[src/rtl/ifu_pkg.sv]
// rtl/ifu_pkg.sv - shared state type and constants for the instruction fetch unit
package ifu_pkg;

    localparam int INST_W = 32;
    localparam int ADDR_W = 32;
    localparam logic [ADDR_W-1:0] PC_INC           = 32'd4;
    localparam logic [ADDR_W-1:0] DEFAULT_RESET_PC = 32'h0000_0000;

    typedef enum logic [1:0] {
        IDLE = 2'd0,
        REQ  = 2'd1,
        WAIT = 2'd2,
        DROP = 2'd3
    } ifu_state_t;

endpackage

[src/rtl/fetch_fifo.sv]
// rtl/fetch_fifo.sv - circular fetch buffer with push, pop and flush
module fetch_fifo #(
    parameter  int DEPTH = 2,
    parameter  int WIDTH = 64,
    localparam int PTR_W = $clog2(DEPTH),
    localparam int CNT_W = PTR_W + 1
) (
    input  logic             clk,
    input  logic             rst_n,
    input  logic             push,
    input  logic [WIDTH-1:0] push_data,
    input  logic             pop,
    input  logic             flush,
    output logic [WIDTH-1:0] head_data,
    output logic [CNT_W-1:0] count
);

    localparam logic [CNT_W-1:0] FULL = CNT_W'(DEPTH);

    logic [WIDTH-1:0] mem [DEPTH];
    logic [PTR_W-1:0] rd_ptr;
    logic [PTR_W-1:0] wr_ptr;
    logic             do_push;
    logic             do_pop;

    assign do_pop  = pop && (count != '0);
    assign do_push = push && (count != FULL);

    // DEPTH is a power of two, so the pointers wrap naturally
    always_ff @(posedge clk or negedge rst_n) begin
        if (!rst_n) begin
            rd_ptr <= '0;
            wr_ptr <= '0;
            count  <= '0;
        end else if (flush) begin
            rd_ptr <= '0;
            wr_ptr <= '0;
            count  <= '0;
        end else begin
            if (do_push) wr_ptr <= wr_ptr + 1'b1;
            if (do_pop)  rd_ptr <= rd_ptr + 1'b1;
            if (do_push && !do_pop)      count <= count + 1'b1;
            else if (!do_push && do_pop) count <= count - 1'b1;
        end
    end

    always_ff @(posedge clk) begin
        if (do_push && !flush) mem[wr_ptr] <= push_data;
    end

    assign head_data = mem[rd_ptr];

endmodule

[src/rtl/instruction_fetch_unit.sv]
// rtl/instruction_fetch_unit.sv - PC owner, single-outstanding fetch FSM and decode buffer
// Optional performance counters are enabled by defining IFU_PERF_CNT_EN.
module instruction_fetch_unit
    import ifu_pkg::*;
#(
    parameter logic [31:0] RESET_PC   = DEFAULT_RESET_PC,
    parameter int          FIFO_DEPTH = 2
) (
    input  logic              clk,
    input  logic              rst_n,
    output logic              out_mem_req_valid,
    output logic [ADDR_W-1:0] out_mem_req_addr,
    input  logic              in_mem_req_ready,
    input  logic              in_mem_resp_valid,
    input  logic [INST_W-1:0] in_mem_resp_data,
    input  logic              in_redirect_valid,
    input  logic [ADDR_W-1:0] in_redirect_pc,
    output logic              out_inst_valid,
    output logic [INST_W-1:0] out_inst,
    output logic [ADDR_W-1:0] out_inst_pc,
    input  logic              in_inst_ready
`ifdef IFU_PERF_CNT_EN
    ,
    output logic [31:0]       out_fetch_count,
    output logic [31:0]       out_stall_count
`endif
);

    localparam int CNT_W = $clog2(FIFO_DEPTH) + 1;
    localparam logic [CNT_W-1:0] FULL = CNT_W'(FIFO_DEPTH);

    ifu_state_t               state;
    logic [ADDR_W-1:0]        pc;
    logic [ADDR_W-1:0]        req_pc;
    logic [CNT_W-1:0]         count;
    logic [CNT_W-1:0]         count_after_push;
    logic [ADDR_W+INST_W-1:0] head;
    logic                     req_hs;
    logic                     push;
    logic                     pop;

    assign req_hs           = (state == REQ) && in_mem_req_ready;
    assign pop              = (count != '0) && in_inst_ready;
    assign push             = (state == WAIT) && in_mem_resp_valid && !in_redirect_valid;
    assign count_after_push = count + CNT_W'(1) - CNT_W'(pop);

    // Redirect wins over every other transition; a request accepted or still
    // in flight at redirect time is answered later and must be swallowed in DROP.
    always_ff @(posedge clk or negedge rst_n) begin
        if (!rst_n) begin
            state  <= IDLE;
            pc     <= RESET_PC;
            req_pc <= '0;
        end else begin
            case (state)
                IDLE: if (in_redirect_valid || count < FULL) state <= REQ;
                REQ: begin
                    if (req_hs) begin
                        req_pc <= pc;
                        state  <= in_redirect_valid ? DROP : WAIT;
                    end
                end
                WAIT: begin
                    if (in_mem_resp_valid)
                        state <= (in_redirect_valid || count_after_push < FULL) ? REQ : IDLE;
                    else if (in_redirect_valid)
                        state <= DROP;
                end
                DROP: if (in_mem_resp_valid) state <= REQ;
                default: state <= IDLE;
            endcase

            if (in_redirect_valid)
                pc <= {in_redirect_pc[ADDR_W-1:2], 2'b00};
            else if (req_hs)
                pc <= pc + PC_INC;
        end
    end

    fetch_fifo #(
        .DEPTH (FIFO_DEPTH),
        .WIDTH (ADDR_W + INST_W)
    ) u_fifo (
        .clk       (clk),
        .rst_n     (rst_n),
        .push      (push),
        .push_data ({req_pc, in_mem_resp_data}),
        .pop       (pop),
        .flush     (in_redirect_valid),
        .head_data (head),
        .count     (count)
    );

    assign out_mem_req_valid = (state == REQ);
    assign out_mem_req_addr  = (state == REQ) ? pc : '0;
    assign out_inst_valid    = (count != '0);
    assign out_inst_pc       = out_inst_valid ? head[ADDR_W+INST_W-1:INST_W] : '0;
    assign out_inst          = out_inst_valid ? head[INST_W-1:0] : '0;

`ifdef IFU_PERF_CNT_EN
    always_ff @(posedge clk or negedge rst_n) begin
        if (!rst_n) begin
            out_fetch_count <= '0;
            out_stall_count <= '0;
        end else begin
            if (pop) out_fetch_count <= out_fetch_count + 32'd1;
            if (in_inst_ready && count == '0) out_stall_count <= out_stall_count + 32'd1;
        end
    end
`endif

endmodule

[config.mk]
export PLATFORM = sky130hd
export DESIGN_NAME = instruction_fetch_unit
export DESIGN_NICKNAME = d
export VERILOG_FILES = /design/src/rtl/ifu_pkg.sv /design/src/rtl/fetch_fifo.sv /design/src/rtl/instruction_fetch_unit.sv
export SDC_FILE = /design/constraint.sdc
export NUM_CORES = 1
export LEC_CHECK = 0
export CAP_MARGIN = 20
export CELL_PAD_IN_SITES_DETAIL_PLACEMENT = 0
export CELL_PAD_IN_SITES_GLOBAL_PLACEMENT = 1
export CORE_UTILIZATION = 37
export DETAILED_ROUTE_END_ITERATION = 10
export GPL_ROUTABILITY_DRIVEN = 0
export PLACE_DENSITY_LB_ADDON = 0.1
export SKIP_LAST_GASP = 1
export SYNTH_ARGS = -nofsm -noshare
export SYNTH_HDL_FRONTEND = slang
export SYNTH_SLANG_ARGS = --single-unit
[constraint.sdc]
create_clock -name clk -period 4.35 [get_ports clk]
set_input_delay 0.6525 -clock clk [delete_from_list [all_inputs] [get_ports clk]]
set_output_delay 0.6525 -clock clk [all_outputs]
set_load 0.005 [all_outputs]
Yosys cells after proc, flatten, opt, wreduce, memory -nomap -nowiden
Memory sizes are Yosys's and may differ from the RTL's. Cells that the tools add are included.

Bits in registers: 70. RAM bits: 128. Bits of input ports: 70. Output and inout bits: 98. Word-level logic and storage cells: 67. Memories: 1.

Memories: u_fifo.mem (depth 2, bits a word 64, rd ports 1, clocked after memory_dff 0, write ports 1, line fetch_fifo.sv:20) `logic [WIDTH-1:0] mem [DEPTH];`.

$add $sub $neg: 6. $lt $le $gt $ge: 2. Equal/unequal tests: 8. Muxes and demuxes: 22. Reductions and logical operators: 22.

Operators by type and width (count): $mux W32 (5); $add A32 B3 Y32 const B (1); $mux W2 (8); $logic_and A1 B1 Y1 (9); $mux W1 (8); $pmux W2 S4 (1); $reduce_bool A2 Y1 (4); $ne A2 B2 Y1 const B (3); $eq A2 B2 Y1 const B (2); $lt A2 B2 Y1 const B (2); $reduce_and A4 Y1 (1); $logic_not A1 Y1 (3); $ne A3 B3 Y1 const B (1); $reduce_bool A3 Y1 (1); $add A1 B1 Y1 const B (2); $add A2 B1 Y2 const B (1); $eq A2 B1 Y1 const B (1); $logic_not A2 Y1 (1); $logic_or A1 B1 Y1 (2); $ne A2 B1 Y1 const B (1); $reduce_and A2 Y1 (1); $sub A2 B1 Y2 (1); $sub A2 B1 Y2 const B (1).

Logic depth before layout (Yosys ltp)
Gate-level depths: netlist of run 1.

Depth after elaboration: 9. Mapped depth: 8. Depth with buffers taken out: 6.

Modules after synthesis
A second synthesis of run 1 with hierarchy kept.

Cell total of the unflattened synthesis: 631. Area, all modules: 8575.7 sq um.

By module, submodules not included: fetch_fifo (times used 1, cells an instance 224, area each 4839.6 sq um, sequential area each 3943.8 sq um); instruction_fetch_unit (times used 1, cells an instance 407, area each 3736.1 sq um, sequential area each 1551.5 sq um).

Worst setup path after synthesis of run 1
OpenSTA, ideal clock, no wires.

Path type: register to register. Start: register state[0]. End: memory u_fifo.mem[0][0] (enable). Setup time: 0.490 ns. Arrival time: 3.990 ns. Required time: 3.860 ns. Setup slack: -0.129 ns. Stages on the path, launching flop included: 5. Buffers on the path: 0. Period minus slack after synthesis: 4.479 ns. Cells stage by stage: dfrtp_1 inv_1 ha_1 nor4bb_1 nor2b_1.

Longest elaborated chain between the ends: 7.

Ends and longest elaborated chain: from (decl) (line instruction_fetch_unit.sv:32) `ifu_state_t state;`; from (signal assigned) (line instruction_fetch_unit.sv:60) `state <= in_redirect_valid ? DROP : WAIT;`; from (signal assigned) (line instruction_fetch_unit.sv:65) `state <= (in_redirect_valid || count_after_push < FULL) ? REQ : IDLE;`; $eq A2 B2 Y1 (line instruction_fetch_unit.sv:44) `assign push = (state == WAIT) && in_mem_resp_valid && !in_redirect_valid;`; $logic_and A1 B1 Y1 (2 in a row) (line instruction_fetch_unit.sv:44); $logic_and A1 B1 Y1 (line fetch_fifo.sv:27) `assign do_push = push && (count != FULL);`; $logic_and A1 B1 Y1 (line fetch_fifo.sv:48) `if (do_push && !flush) mem[wr_ptr] <= push_data;`; $mux W1 (line fetch_fifo.sv:48); $mux W1 (implied by the code) (line fetch_fifo.sv:48); to (decl) (line fetch_fifo.sv:20).

Every way passes these cells.

Final worst setup path of run 1
Start: register u_fifo.count[1]. End: output port out_inst[3].

Longest elaborated chain between the ends: 2.

Ends and longest elaborated chain: from (decl) (line fetch_fifo.sv:15) `output logic [CNT_W-1:0] count`; from (signal assigned) (line fetch_fifo.sv:42) `if (do_push && !do_pop) count <= count + 1'b1;`; from (signal assigned) (line fetch_fifo.sv:43) `else if (!do_push && do_pop) count <= count - 1'b1;`; $reduce_bool A2 Y1 (line instruction_fetch_unit.sv:96) `assign out_inst_valid = (count != '0);`; $mux W32 (line instruction_fetch_unit.sv:98) `assign out_inst = out_inst_valid ? head[INST_W-1:0] : '0;`; to (decl) (line instruction_fetch_unit.sv:19) `output logic [INST_W-1:0] out_inst,`.

Every way passes these cells.

==> summary.md, run 1 <==
| Metric | Value |
|---|---|
| Number of global-route vias before repair | `5298` |
| Area leader, netlist | `edfxtp_1` |
| Fin Setup TNS | `0 ns` |
| Top FF cell, synth | `edfxtp_1` |
| Via count | `5400` |
| Fin. Hold Viols | `0` |
| Drt total wl | `17790 um` |
| Status | `finished clean` |
| Global route overflow | `0` |
| Clock sink count | `190` |
| Hold WC Path Type | `in2async` |
| CP startpoint kind | `flop` |
| TritonCTS Buffers | `17` |
| R2r setup slk | `about 1.7 ns` |
| Critical path launch point | `u_fifo.count[1]$_DFFE_PN0P_` |
| Nets | `867` |
| CTS tree | `built` |
| Fmax | `approximately 300 MHz` |
| Post-DP HPWL | `roughly 12000 um` |
| Pwr dens | `550.7 mW/mm^2` |
| CP Cell Sequence | `inv_1, ha_2, buf_4, nor2_1, clkdlybuf4s50_1` |
| First-pass GRT wire length | `28010 um` |
| Row count | `54` |
| Die Ht | `about 150 um` |
| Max FO, Critical Path | `approximately 40` |
| Largest net degree at the start of global routing | `47` |
| Tmin final | `3.301 ns` |
| Synth-to-Final Area Change | `29.46%` |
| Commonest cells after routing, fill and taps aside | `160 x clkdlybuf4s50_1, 124 x edfxtp_1, 87 x nor2_1` |
| DR DRC count | `0` |
| Critical Path Max Stage Delay | `about 0.73 ns` |
| Setup Skew | `about 0.011 ns` |
| DRT Pass-1 Iters | `4` |
| Number of flops mapped to enable cells by yosys | `~120` |
| Slew Limit Headroom | `between 30% and 40%` |
| ANT nets after route | `0` |
| Worst-path clk slew | `about 0.070 ns` |
| Die width | `151.7 um` |
| Die ar. | `between 0.02 and 0.025 mm^2` |
| Root Driver | `clkbuf_16` |
| Max-capacitance violation count | `0` |
| Pre-CTS WS | `approximately 1.2 ns` |
| R2R depth | `5` |
| Initial drt markers | `195` |
| Worst EP arrival | `between 2 and 3 ns` |
| Req. time, crit path | `around 3.7 ns` |
| Maximum vdd drop | `approximately 0.00028 V` |
| Grt met3 use | `around 3.3%` |
| Syn Inst Count | `about 640` |
| Met2 global-route usage | `roughly a quarter` |
| Port Buf Inserts | `161` |
| Worst Setup End Kind | `primary output` |
| Final setup violation count | `0` |
| Worst R2R Start | `state[0]$_DFFE_PN0P_` |
| Gates resized, CTS repair | `0` |
| Commonest non-fill, non-tap cell in the layout | `clkdlybuf4s50_1` |
| GRT Resource Usage Total | `between 15 and 20%` |
| Slew Limit Fails | `0` |
| Synth warnings | `0` |
| Initial Utilization | `approximately 38%` |
| Initial antenna violation count | `0` |
| CTS Buffer Depth | `2` |
| R2r endpoint | `u_fifo.mem[1][7]$_DFFE_PP_` |
| GR peak layer | `met2` |
| Post-CTS setup buffer count | `0` |
| Slew at the pin with the worst max-slew slack | `between 0.9 and 1 ns` |
| Core box area | `about 0.022 mm^2` |
| Period utilisation layout | `approximately three quarters` |
| Drt wl/cell | `~16 um` |
| Syn Area/Cell | `~13 um^2` |
| Ratio of cells with drive above 1 in the final layout | `between 10% and 20%` |
| Post-synth cell types | `49` |
| Worst path slowest cell | `ha_2` |
| Synth top area cells | `edfxtp_1 45%, dfrtp_1 20%, mux2i_1 7.6%` |
| Worst Setup EP | `out_inst[3]` |
| Seq cells post-synth | `190` |
| Leakage | `3.698 nW` |
| I/O pin cnt | `168` |
| RSZ-0062 raised after global routing | `false` |
| GRT met1 Usage | `about a fifth` |
| Cts hold-fix bufs | `0` |
| Fillers | `a little over 2000` |
| CP Class | `reg2out` |
| Mapped Area | `just over 0.008 mm^2` |
| Asr flop ratio synth | `about a third` |
| H-tree depth | `4` |
| Yosys top cell area share | `44.89%` |
| # diodes | `0` |
| Final worst slack | `about 1.0 ns` |
| Clock latency on the worst-skew pair | `between 0.4 and 0.5 ns` |
| Via-per-instance ratio | `4.986` |
| Sequential area share after synthesis | `64.80%` |
-- flip-flops by register name, summed over array words and instances (netlist names) --
signal         count
state              2
u_fifo.mem       124
pc                30
req_pc            30
u_fifo.count       2
u_fifo.wr_ptr      1
u_fifo.rd_ptr      1
-- where the power goes --
group,leakage [nW],switching [mW],internal (mW)
registers,1.90,0.269,2.24
clock network,0.260,0.652,0.791
logic,1.54,0.815,1.15
total,3.70,1.74,4.18
-- how the worst min path moves through the flow --
stage / slack [ns] / startpoint / endpoint
after global placement: 0.45 / req_pc[21]$_DFFE_PN0P_ / u_fifo.mem[0][53]$_DFFE_PP_
after floorplan: 0.36 / rst_n / pc[10]$_DFFE_PN0N_
after CTS: 0.28 / rst_n / pc[7]$_DFFE_PN0N_
after detailed placement: 0.45 / req_pc[11]$_DFFE_PN0P_ / u_fifo.mem[1][43]$_DFFE_PP_
final: 0.27 / rst_n / pc[7]$_DFFE_PN0N_
after global routing: 0.32 / rst_n / pc[7]$_DFFE_PN0N_
-- final cells by class --
type,count,area [um^2],share of cell area (%)
sequential,190,5379,50.09
multi-input combinational,397,2689,25.04
timing repair buffer,172,1727,16.08
clock buffer,19,432.9,4.031
tap,280,350.3,3.262
clock inverter,13,116.4,1.084
inverter,12,45.04,0.4194
-- logic make-up (layout without fill, tap and decap cells) --
| logic type | after synthesis | in the layout | share of synthesized area [%] |
|---|---|---|---|
| and+or+nand+nor | 221 | 221 | 13.45 |
| DFF | 190 | 190 | 64.80 |
| muxes | 89 | 89 | 11.13 |
| AOI/OAI and AO/OA | 59 | 59 | 4.661 |
| buffers and inverters | 52 | 216 | 3.062 |
| xor gates and xnor gates | 17 | 17 | 1.795 |
| adders and majority gates | 7 | 7 | 1.056 |
| other | 1 | 4 | 0.04521 |
-- through the flow --
step	util, %	total power, mW	instances	instance area [um^2]	hold WS [ns]
after floorplan	-	3.453	639	8309	0.3569
after global placement	46.55	4.511	1051	10190	0.4478
after detailed placement	46.55	4.553	1051	10190	0.4519
after CTS	49.06	6.008	1083	10740	0.2817
after global routing	49.06	6.280	1083	10740	0.3237
final	49.06	5.914	1083	10740	0.2658
-- synth_stat cells (9+ instances only) --
| cell | n |
|---|---|
| a31oi_1 | 14 |
| and2_1 | 30 |
| clkbuf_1 | 20 |
| dfrtp_1 | 66 |
| edfxtp_1 | 124 |
| inv_1 | 12 |
| mux2_2 | 26 |
| mux2i_1 | 63 |
| nand2_1 | 36 |
| nand3_1 | 10 |
| nand4_1 | 13 |
| nor2_1 | 87 |
| o21ai_0 | 18 |
| o31ai_1 | 11 |
| or4_1 | 9 |
| xnor2_1 | 10 |
-- worst max-delay path, delay by kind of cell (launching register included) --
family                     cells  cell delay (ns)
buffers and inverters          3             0.95
adders and majority gates      1             0.73
and+or+nand+nor                1             0.10
DFF                            1             0.44
-- metal layers --
layer  vias up  part of all wire (%)
met5         -                     0
li1       2619                     -
met1      2609                    46
met3        23                   5.3
met4         0                   1.7
met2       149                    47
(Power assumes the default switching activity.)
==> inputs of run 2 (changes only) <==
clock period = 3 ns   (was 4.35 ns; I/O delays follow)
==> summary.md, run 2 (synthesis results as in run 1) <==
| Metric | Value |
|---|---|
| Number of global-route vias before repair | `about 5400` |
| Worst-path clk slew | `roughly 0.070 ns` |
| CTS tree | `built` |
| Worst path bufs/invs | `3` |
| Number of flip-flops in the largest register | `about 120` |
| I/O pin cnt | `between 150 and 200` |
| Root Driver | `clkbuf_16` |
| Req. time, crit path | `roughly 2.6 ns` |
| Maximum vdd drop | `roughly 0.00042 V` |
| Period utilisation layout | `92.52%` |
| Max-capacitance violation count | `0` |
| H-tree depth | `4` |
| Top reg by flops | `u_fifo.mem` |
| Biggest regs | `u_fifo.mem (124), pc (30), req_pc (30)` |
| Row count | `54` |
| Via count | `around 5400` |
| Slew Limit Headroom | `between 50% and 60%` |
| Synth-to-Final Area Change | `30.51%` |
| Fillers | `between 1500 and 2000` |
| Clock latency on the worst-skew pair | `about 0.42 ns` |
| CP Cell Sequence | `inv_1, ha_1, inv_1, nor2_1, clkdlybuf4s50_1` |
| Clock sink count | `190` |
| Largest net degree at the start of global routing | `63` |
| Tmin final | `~2.8 ns` |
| Initial antenna violation count | `0` |
| Multi-input gate area | `between 0.002 and 0.003 mm^2` |
| Top Family by Delay on Critical Path | `buffers and inverters` |
| # diodes | `0` |
| DR DRC count | `0` |
| First-pass GRT wire length | `roughly 29000 um` |
| Port Buf Inserts | `around 160` |
| Fin. Hold Viols | `0` |
| Critical Path Max Stage Delay | `between 0.5 and 0.6 ns` |
| CP Class | `reg2out` |
| Commonest cells after routing, fill and taps aside | `160 x clkdlybuf4s50_1, 124 x edfxtp_1, 87 x nor2_1` |
| Slew at the pin with the worst max-slew slack | `roughly 0.73 ns` |
| Pwr dens | `810.7 mW/mm^2` |
| DRT Pass-1 Iters | `4` |
| Nets | `around 870` |
| Slew Limit Fails | `0` |
| Max FO, Critical Path | `13` |
| Worst Setup End Kind | `primary output` |
| Gates resized, CTS repair | `0` |
| Reg area | `between 0.005 and 0.006 mm^2` |
| GRT Resource Usage Total | `between 10% and 20%` |
| Tightest hold margin | `roughly 0.048 ns` |
| Drt wl/cell | `16.82 um` |
| Fmax | `360.3 MHz` |
| Post-DP HPWL | `~13000 um` |
| Fin Setup TNS | `0 ns` |
| Die width | `approximately 150 um` |
| CP startpoint kind | `flop` |
| Core box area | `roughly 0.022 mm^2` |
| Initial drt markers | `167` |
| Ratio of cells with drive above 1 in the final layout | `a little over a tenth` |
| Global route overflow | `0` |
| CTS Buffer Depth | `2` |
| Status | `finished clean` |
| Drt total wl | `18320 um` |
| Setup Skew | `between 0.01 and 0.015 ns` |
| Initial Utilization | `37.89%` |
| RSZ-0062 raised after global routing | `false` |
| R2R depth | `6` |
| Crit path top cell by count | `inv_1` |
| Post-CTS setup buffer count | `0` |
| Via-per-instance ratio | `between 4 and 5` |
| Die ar. | `about 0.023 mm^2` |
| Commonest non-fill, non-tap cell in the layout | `clkdlybuf4s50_1` |
| Cell depth of the worst setup path | `5` |
| Hold WC Path Type | `in2async` |
| Die Ht | `approximately 150 um` |
| Cts hold-fix bufs | `0` |
| TritonCTS Buffers | `17` |
| Leakage | `3.754 nW` |
| Final setup violation count | `0` |
| ANT nets after route | `0` |
| Worst EP arrival | `approximately 2.3 ns` |
| Worst path slowest cell | `clkdlybuf4s50_1` |
-- run 2: cell types whose count changed in the layout (fill, tap and decap cells not counted) --
cell and delta:
clkinv_2 -2, clkbuf_8 +2, clkinv_4 -2, clkinvlp_2 -1, clkinvlp_4 -1, clkbuf_2 +1, buf_4 +5, buf_6 +1
clkbuf_16 +3, inv_6 -1, clkbuf_1 +1, inv_4 +1, bufinv_16 -1
-- run 2: per-stage QoR --
| stage | std cells | cell area (um^2) | setup WS (ns) | util (%) | power [mW] |
|---|---|---|---|---|---|
| 2_1_floorplan | 639 | 8315 | 0.3403 | - | 5.007 |
| 6_report | 1089 | 10830 | 0.2245 | 49.46 | 8.777 |
| 4_1_cts | 1089 | 10820 | 0.06972 | 49.44 | 8.910 |
| 3_5_place_dp | 1057 | 10230 | 0.5303 | 46.75 | 6.689 |
| 3_3_place_gp | 1057 | 10230 | 0.5290 | 46.75 | 6.612 |
| 5_1_grt | 1089 | 10830 | 0.06048 | 49.46 | 9.310 |
-- run 2: final cells by class --
| cell class | instances | share of cell area, % |
|---|---|---|
| clock inverter | 6 | 0.4045 |
| inverter | 12 | 0.4160 |
| sequential | 190 | 49.68 |
| timing repair buffer | 178 | 16.40 |
| tap | 280 | 3.236 |
| clock buffer | 26 | 5.027 |
| multi-input combinational | 397 | 24.84 |
-- run 2: final timing paths --
kind | endpoint | start | slack [ns]
worst max register to register | pc[21]$_DFFE_PN0N_ | state[1]$_DFFE_PN0P_ | 0.63
worst max-delay path | out_mem_req_addr[25] | state[1]$_DFFE_PN0P_ | 0.22
worst min register to register | u_fifo.mem[1][57]$_DFFE_PP_ | req_pc[25]$_DFFE_PN0P_ | 0.46
min in group clk | u_fifo.mem[1][57]$_DFFE_PP_ | req_pc[25]$_DFFE_PN0P_ | 0.46
worst min-delay path | pc[26]$_DFFE_PN0N_ | rst_n | 0.05
max in group asynchronous | req_pc[7]$_DFFE_PN0P_ | rst_n | 2.13
-- run 2: per-layer routing --
layer	vias up	track usage [%]	wire, um
met5	-	0	0
met4	0	4.950	161
met3	14	3.174	831
met2	136	27.16	8872
met1	2588	22.24	8455
li1	2634	-	-
-- run 2: worst reg2reg max path: cells and delay by family, from the launching register on --
kind / cells / cell delay (ns)
AO/OA/AOI/OAI: 1 / 0.16
adder cells (fa/ha/maj): 1 / 0.45
buffers and inverters: 1 / 0.11
flip-flops: 1 / 0.40
AND/OR/NAND/NOR: 3 / 1.17
-- run 2: power by group --
group,internal [mW],switching (mW)
combinational,1.71,1.27
sequential,3.25,0.345
clock,1.26,0.934
==> inputs of run 3 (changes only) <==
CAP_MARGIN = not set   (was 20)
==> results of run 3 <==
No change in the layout: final DEF, timing and power equal those of run 2.
